--- src/rtl/vga_timing_pkg.sv ---
// Shared 640x480@60 raster timing constants and coordinate type.
// Imported by the sync generator and the downstream region decoders.
package vga_timing_pkg;

  localparam int COORD_W = 10;
  typedef logic [COORD_W-1:0] coord_t;

  localparam int H_ACTIVE = 640;
  localparam int H_FP     = 16;
  localparam int H_SYNC   = 96;
  localparam int H_BP     = 48;
  localparam int V_ACTIVE = 480;
  localparam int V_FP     = 10;
  localparam int V_SYNC   = 2;
  localparam int V_BP     = 33;

  localparam int H_TOTAL = H_ACTIVE + H_FP + H_SYNC + H_BP;
  localparam int V_TOTAL = V_ACTIVE + V_FP + V_SYNC + V_BP;

  localparam bit SYNC_POL = 1'b0;

endpackage

--- src/rtl/vga_sync_gen_if.sv ---
// Raster bus: pixel-advance enable in, coordinates, blanking and sync out.
interface vga_sync_gen_if;
  import vga_timing_pkg::*;

  logic   pix_en;
  coord_t xx;
  coord_t yy;
  logic   aactive;
  logic   hsync;
  logic   vsync;
  logic   line_start;
  logic   frame_start;

  modport master (
    input  pix_en,
    output xx, yy, aactive, hsync, vsync, line_start, frame_start
  );

  modport slave (
    output pix_en,
    input  xx, yy, aactive, hsync, vsync, line_start, frame_start
  );

endinterface

--- src/rtl/vga_axis_counter.sv ---
// Wrap counter 0..MAX with enable; resets to MAX so the first enabled edge lands on 0.
module vga_axis_counter
  import vga_timing_pkg::*;
#(
  parameter int W   = COORD_W,
  parameter int MAX = 1
) (
  input  logic         clk,
  input  logic         rst,
  input  logic         en,
  output logic [W-1:0] cnt,
  output logic [W-1:0] nxt,
  output logic         tc
);

  localparam logic [W-1:0] TOP = W'(MAX);

  always_comb begin
    tc  = (cnt == TOP);
    nxt = cnt;
    if (en) nxt = tc ? '0 : cnt + 1'b1;
  end

  always_ff @(posedge clk or posedge rst) begin
    if (rst) cnt <= TOP;
    else     cnt <= nxt;
  end

endmodule

--- src/rtl/vga_sync_gen.sv ---
// Raster timing generator: registered xx/yy, active flag, syncs and line/frame pulses.
// All decodes use the next counter values so every output describes the same pixel.
module vga_sync_gen #(
  parameter int H_ACTIVE = vga_timing_pkg::H_ACTIVE,
  parameter int H_FP     = vga_timing_pkg::H_FP,
  parameter int H_SYNC   = vga_timing_pkg::H_SYNC,
  parameter int H_BP     = vga_timing_pkg::H_BP,
  parameter int V_ACTIVE = vga_timing_pkg::V_ACTIVE,
  parameter int V_FP     = vga_timing_pkg::V_FP,
  parameter int V_SYNC   = vga_timing_pkg::V_SYNC,
  parameter int V_BP     = vga_timing_pkg::V_BP,
  parameter bit SYNC_POL = vga_timing_pkg::SYNC_POL
) (
  input logic            Pclk,
  input logic            rst,
  vga_sync_gen_if.master bus
);

  localparam int CW      = vga_timing_pkg::COORD_W;
  localparam int H_TOTAL = H_ACTIVE + H_FP + H_SYNC + H_BP;
  localparam int V_TOTAL = V_ACTIVE + V_FP + V_SYNC + V_BP;

  generate
    if (H_TOTAL > 1024 || V_TOTAL > 1024) begin : g_bad_timing
      $error("vga_sync_gen: H_TOTAL/V_TOTAL exceed the 10-bit coordinate range");
    end
  endgenerate

  localparam logic [CW-1:0] HA       = CW'(H_ACTIVE);
  localparam logic [CW-1:0] VA       = CW'(V_ACTIVE);
  localparam logic [CW-1:0] HS_START = CW'(H_ACTIVE + H_FP);
  localparam logic [CW-1:0] HS_END   = CW'(H_ACTIVE + H_FP + H_SYNC);
  localparam logic [CW-1:0] VS_START = CW'(V_ACTIVE + V_FP);
  localparam logic [CW-1:0] VS_END   = CW'(V_ACTIVE + V_FP + V_SYNC);

  logic [CW-1:0] h_cnt, h_nxt, v_cnt, v_nxt;
  logic          h_tc, v_tc, v_en;
  logic          aactive_q, hsync_q, vsync_q, line_start_q, frame_start_q;

  assign v_en = bus.pix_en & h_tc;

  vga_axis_counter #(.W(CW), .MAX(H_TOTAL - 1)) u_h_cnt (
    .clk (Pclk),
    .rst (rst),
    .en  (bus.pix_en),
    .cnt (h_cnt),
    .nxt (h_nxt),
    .tc  (h_tc)
  );

  vga_axis_counter #(.W(CW), .MAX(V_TOTAL - 1)) u_v_cnt (
    .clk (Pclk),
    .rst (rst),
    .en  (v_en),
    .cnt (v_cnt),
    .nxt (v_nxt),
    .tc  (v_tc)
  );

  // Wrap of h (and v) on an enabled edge is exactly the edge that loads 0.
  always_ff @(posedge Pclk or posedge rst) begin
    if (rst) begin
      aactive_q     <= 1'b0;
      hsync_q       <= ~SYNC_POL;
      vsync_q       <= ~SYNC_POL;
      line_start_q  <= 1'b0;
      frame_start_q <= 1'b0;
    end else begin
      aactive_q     <= (h_nxt < HA) && (v_nxt < VA);
      hsync_q       <= ((h_nxt >= HS_START) && (h_nxt < HS_END)) ? SYNC_POL : ~SYNC_POL;
      vsync_q       <= ((v_nxt >= VS_START) && (v_nxt < VS_END)) ? SYNC_POL : ~SYNC_POL;
      line_start_q  <= bus.pix_en & h_tc;
      frame_start_q <= bus.pix_en & h_tc & v_tc;
    end
  end

  assign bus.xx          = h_cnt;
  assign bus.yy          = v_cnt;
  assign bus.aactive     = aactive_q;
  assign bus.hsync       = hsync_q;
  assign bus.vsync       = vsync_q;
  assign bus.line_start  = line_start_q;
  assign bus.frame_start = frame_start_q;

endmodule

--- src/flat_wrapper.sv ---
// flat-port wrapper written by rule: the top's interface ports become plain ports
module vga_sync_gen_flat 
#(
  parameter int H_ACTIVE = vga_timing_pkg::H_ACTIVE,
  parameter int H_FP     = vga_timing_pkg::H_FP,
  parameter int H_SYNC   = vga_timing_pkg::H_SYNC,
  parameter int H_BP     = vga_timing_pkg::H_BP,
  parameter int V_ACTIVE = vga_timing_pkg::V_ACTIVE,
  parameter int V_FP     = vga_timing_pkg::V_FP,
  parameter int V_SYNC   = vga_timing_pkg::V_SYNC,
  parameter int V_BP     = vga_timing_pkg::V_BP,
  parameter bit SYNC_POL = vga_timing_pkg::SYNC_POL
)
  (Pclk, rst, bus_pix_en, bus_xx, bus_yy, bus_aactive, bus_hsync, bus_vsync, bus_line_start, bus_frame_start);
  vga_sync_gen_if bus_i ();
  input logic Pclk;
  input logic rst;
  input wire logic [$bits(bus_i.pix_en)-1:0] bus_pix_en;
  output wire logic [$bits(bus_i.xx)-1:0] bus_xx;
  output wire logic [$bits(bus_i.yy)-1:0] bus_yy;
  output wire logic [$bits(bus_i.aactive)-1:0] bus_aactive;
  output wire logic [$bits(bus_i.hsync)-1:0] bus_hsync;
  output wire logic [$bits(bus_i.vsync)-1:0] bus_vsync;
  output wire logic [$bits(bus_i.line_start)-1:0] bus_line_start;
  output wire logic [$bits(bus_i.frame_start)-1:0] bus_frame_start;
  assign bus_i.pix_en = bus_pix_en;
  assign bus_xx = bus_i.xx;
  assign bus_yy = bus_i.yy;
  assign bus_aactive = bus_i.aactive;
  assign bus_hsync = bus_i.hsync;
  assign bus_vsync = bus_i.vsync;
  assign bus_line_start = bus_i.line_start;
  assign bus_frame_start = bus_i.frame_start;
  vga_sync_gen #(.H_ACTIVE(H_ACTIVE), .H_FP(H_FP), .H_SYNC(H_SYNC), .H_BP(H_BP), .V_ACTIVE(V_ACTIVE), .V_FP(V_FP), .V_SYNC(V_SYNC), .V_BP(V_BP), .SYNC_POL(SYNC_POL)) u_core (.Pclk(Pclk), .rst(rst), .bus(bus_i));
endmodule
--- config.mk ---
export PLATFORM = sky130hd
export DESIGN_NAME = vga_sync_gen_flat
export DESIGN_NICKNAME = d
export VERILOG_FILES = /design/src/rtl/vga_timing_pkg.sv /design/src/rtl/vga_sync_gen_if.sv /design/src/rtl/vga_axis_counter.sv /design/src/rtl/vga_sync_gen.sv /design/src/flat_wrapper.sv
export SDC_FILE = /design/constraint.sdc
export NUM_CORES = 1
export LEC_CHECK = 0
export CAP_MARGIN = 25
export CORE_AREA = 2 2 49 63
export DETAILED_ROUTE_END_ITERATION = 8
export DIE_AREA = 0 0 51 65
export GPL_TIMING_DRIVEN = 0
export PLACE_DENSITY = 0.81
export SLEW_MARGIN = 5
export SYNTH_ARGS = -nofsm -noshare
export SYNTH_HDL_FRONTEND = slang
export SYNTH_SLANG_ARGS = --single-unit
--- constraint.sdc ---
create_clock -name Pclk -period 5.7 [get_ports Pclk]
set_input_delay 1.14 -clock Pclk [delete_from_list [all_inputs] [get_ports Pclk]]
set_output_delay 1.14 -clock Pclk [all_outputs]
set_load 0.02 [all_outputs]
Yosys cells after proc, flatten, opt, wreduce, memory -nomap -nowiden:

Cells that the tools add are included.

* register bits after elaboration: 25
* input bits: 3
* output and inout port bits: 25
* word-level logic and storage cells: 28

* $add $sub $neg: 2
* $lt $le $gt $ge: 6
* eq/ne operators: 2
* mux-type cells: 6
* bitwise gates (word level): 2
* reductions and logical operators: 3

Operators with widths (number)
* $mux W10: 4
* $add A10 B1 Y10 const B: 2
* $eq A10 B10 Y1 const B: 2
* $lt A10 B10 Y1 const B: 2
* $lt A10 B9 Y1 const B: 2
* $ge A10 B10 Y1 const B: 1
* $ge A10 B9 Y1 const B: 1
* $logic_and A1 B1 Y1: 3
* $and A1 B1 Y1: 2
* $mux W1: 2

Longest topological paths before layout:

* depth after elaboration: 6
* depth in mapped cells: 8
* mapped depth without buffers: 7

Hierarchy:

From an unflattened synthesis, not the netlist that was laid out.

* cells, all modules: 123
* area total of the unflattened synthesis: 1300.0 sq um

Modules (own cells, without submodules)
* vga_axis_counter (u_core.u_h_cnt): instances 1, cells each 53, area each 553.0 sq um, seq. area each 259.0 sq um
* vga_axis_counter (u_core.u_v_cnt): instances 1, cells each 53, area each 544.3 sq um, seq. area each 254.0 sq um
* vga_sync_gen: instances 1, cells each 17, area each 202.7 sq um, seq. area each 127.6 sq um

Worst setup path after synthesis:

OpenSTA, ideal clock, no wires.

* kind: input port to flip-flop
* start point: input port bus_pix_en
* end point: register u_core.vsync_q, in the netlist u_core.bus.vsync
* library setup time: 0.092 ns
* arrival time: 2.587 ns
* data required time: 5.608 ns
* setup slack: 3.021 ns
* stages on the path: 6
* buffers on the path: 1
* path through: buf_2 and4b_1 nand3_2 or4b_1 a32o_1 nand4bb_1

* longest elaborated chain between the ends: 5
* elaborated cells on any way between the ends: 6
* classes of those cells: order compare (2); mux (2); bitwise (1); reduce/logical (1)

Ends and longest elaborated chain
* start: declaration: RTL line flat_wrapper.sv:18 `input wire logic [$bits(bus_i.pix_en)-1:0] bus_pix_en;`
* $and A1 B1 Y1 *: RTL line vga_sync_gen.sv:40 `assign v_en = bus.pix_en & h_tc;`
* $mux W10 *: RTL line vga_axis_counter.sv:21 `if (en) nxt = tc ? '0 : cnt + 1'b1;`
* $ge A10 B9 Y1 or $lt A10 B9 Y1 (tied branches): RTL line vga_sync_gen.sv:71 `vsync_q <= ((v_nxt >= VS_START) && (v_nxt < VS_END)) ? SYNC_POL : ~SYNC_POL;`
* $logic_and A1 B1 Y1 *: RTL line vga_sync_gen.sv:71
* $mux W1 *: RTL line vga_sync_gen.sv:71
* end signal: assignment: RTL line vga_sync_gen.sv:65 `vsync_q <= ~SYNC_POL;`
* end signal: assignment: RTL line vga_sync_gen.sv:71
* end: declaration: RTL line vga_sync_gen.sv:38 `logic aactive_q, hsync_q, vsync_q, line_start_q, frame_start_q;`

Every way passes the cells marked *; elsewhere a longest branch is shown, timed or not.

Final worst setup path:

* start point: register u_core.u_h_cnt.cnt[8]
* end point: output port bus_xx[8]

RTL lines
* start: declaration: RTL line vga_axis_counter.sv:11 `output logic [W-1:0] cnt,`
* start signal: assignment: RTL line vga_axis_counter.sv:26 `else cnt <= nxt;`
* end: declaration: RTL line flat_wrapper.sv:19 `output wire logic [$bits(bus_i.xx)-1:0] bus_xx;`

No word-level cell between the ends.

==> run metrics <==
initial antenna violation count 0; max_slew headroom 59.2%; Startpoint Class register; fin area 1800 µm²; post-CTS setup repair buffer count 0; Hold Path Class reg -> reg; Final Cycle Share 47.7%; layout cells sized above 1 15.0%; Buffers on Ports 26; Vias/cell 5.99; grt total ovfl 0; CTS tree yes; share of the synthesized area in the top cell type 22.6%; final wirelength 3340 µm; Synth Warn # 0; slowest cell delay on critical path 0.63 ns; Row Count 22; CTS Buffer Depth 2; final setup fails 0; Reg2Reg Launch Point u_core.u_v_cnt.cnt[0]; # nets final 187; die area 3320 µm²; cell with the most instances after synthesis dfrtp_1; Req. time, crit path 4.56 ns; Die Wd 51 µm; Post-synth EDFFs 0; worst setup path start u_core.u_h_cnt.cnt[8]; cell area power density 240 nW/µm²; sequential area share after synthesis 44.5%; first-pass GRT wire length 5640 µm; height of the die 65 µm; hold_buf cts 0; HP Start u_core.u_h_cnt.cnt[0]; post-route ant nets 0; Setup crit end kind primary output; via count 1294; CTS Sinks 25; Initial Utilization 51.8%; CP arrival 1.58 ns; # H-tree levels 1; Gate Count Post-Synth 149; fmax 368 MHz; vias in the first global route 1197; pin count of the biggest net entering global routing 26; Iter 0 DRT Violations 49; syn_nets 155; delay-heaviest family, CP flip-flops; Avg Cell Area, Syn 9.66 µm²; Avg WL per Cell 15.5 µm; share of synthesized registers carrying an async set or reset 100%; Area Overhead vs Synth 25.0%; Post-Syn Area 1440 µm²; RSZ-0062 raised after global routing false; Worst-Margin Slew 0.607 ns; worst-path maximum fanout 8; GRT Overall Usage 22.4%; DP Area 1740 µm²; Worst VDD drop 0.000178 V; Buf/Inv on CP 1; worst skew pair latency 0.32 ns; most instantiated cells after synthesis dfrtp_1, dfstp_2, nand2_1, nand4_1; Yosys reg bits 25; Max-Cap Viols 0; CTS root buf clkbuf_4; Core Area 2780 µm²; setup TNS 0 ns; Leak 0.721 nW; synth unique cells 46; Clock Pin Slew Worst Setup and Hold Paths 0.14 ns; Worst Skew 0.00556 ns; # DRC 0; gp weighted congestion 0.902; final hold vios 0; antenna cells 0; status completed; Ports 28; Top FF cell, synth dfrtp_1; max-slew violation count 0; CTS Buf Count 3; crit path cell chain clkdlybuf4s50_1; Slowest cell on crit path dfstp_2; top post-synthesis cells by area dfrtp_1, dfstp_2, nand4_1, xnor2_1, nand3_1; fin crit period 2.72 ns; post-CTS sizing 0; critical path class reg -> out; Post-DP HPWL 2500 µm; cell taking the most area after synthesis dfrtp_1; drt pass-1 iters 4
[registers in the layout, summed over array words and instances (netlist names)]
| name | cells |
|---|---|
| u_core.bus.frame_start | 1 |
| u_core.bus.vsync | 1 |
| u_core.bus.hsync | 1 |
| u_core.u_h_cnt.cnt | 10 |
| u_core.u_v_cnt.cnt | 10 |
| u_core.bus.aactive | 1 |
| u_core.bus.line_start | 1 |
[metrics by stage]
stage	instances	setup slack, ns	power, mW	utilization [%]	hold WS [ns]
3_5_place_dp	211	2.80	0.352	62.7	0.512
2_1_floorplan	149	3.02	0.299	-	0.533
6_report	216	2.98	0.431	64.7	0.529
4_1_cts	215	2.98	0.433	63.7	0.531
5_1_grt	216	2.95	0.453	64.7	0.543
3_3_place_gp	211	2.83	0.347	62.7	0.501
[final cells by class]
type	count	area, µm²
Sequential cell	25	641
Fill cell	249	981
Clock buffer	3	22.5
Timing Repair Buffer	27	288
Buffer	7	37.5
Clock inverter	1	5.00
Inverter	7	26.3
Tap cell	36	45.0
Multi-Input combinational cell	110	734
[layout by cell type, fill, tap and decap left out, drive strengths merged, types with 2 or more instances in the layout]
master,n
and3,2
a31oi,2
o31ai,2
o21ai,10
or4,3
ha,3
nor2,8
nor3b,3
clkdlybuf4s50,26
or3,3
nor4,2
a21oi,4
inv,6
clkbuf,6
clkinv,2
or4b,2
xor2,4
mux2i,3
nand3,10
xnor2,6
buf,5
nand4,10
dfrtp,13
nor2b,2
nor3,3
dfstp,12
nand2,12
[report_power, final]
group          total (mW)  switching, mW  internal (mW)
clock              0.0801         0.0538         0.0263
combinational       0.116         0.0616         0.0545
sequential          0.235         0.0282          0.207
[logic make-up (layout without fill, tap and decap cells)]
family	after synthesis	in the layout	synth area share, %
xor+xnor	10	10	6.09
mux	3	3	2.09
fa+ha+maj	3	3	2.61
simple gates	66	66	27.0
compound gates	28	28	13.3
buf+inv	14	45	4.43
flops	25	25	44.5
[path summary, 6_finish.rpt]
kind,cells past startpoint,slack [ns],end
max,1,2.98,bus_xx[8]
min,1,0.53,u_core.u_h_cnt.cnt[0]
max reg2reg,7,3.25,u_core.bus.vsync
min reg2reg,1,0.53,u_core.u_h_cnt.cnt[0]
max in group asynchronous,3,4.21,u_core.u_h_cnt.cnt[3]
min in group asynchronous,2,1.02,u_core.u_v_cnt.cnt[5]
[per-layer routing]
layer | global-route usage (%) | up-vias | part of all wire [%]
met5 | 0 | - | 0
met4 | 8.45 | 0 | 2.2
met3 | 2.30 | 8 | 5.2
met2 | 38.8 | 52 | 53
met1 | 28.2 | 619 | 40
li1 | - | 615 | -
Power figures use the tool's default switching activity.
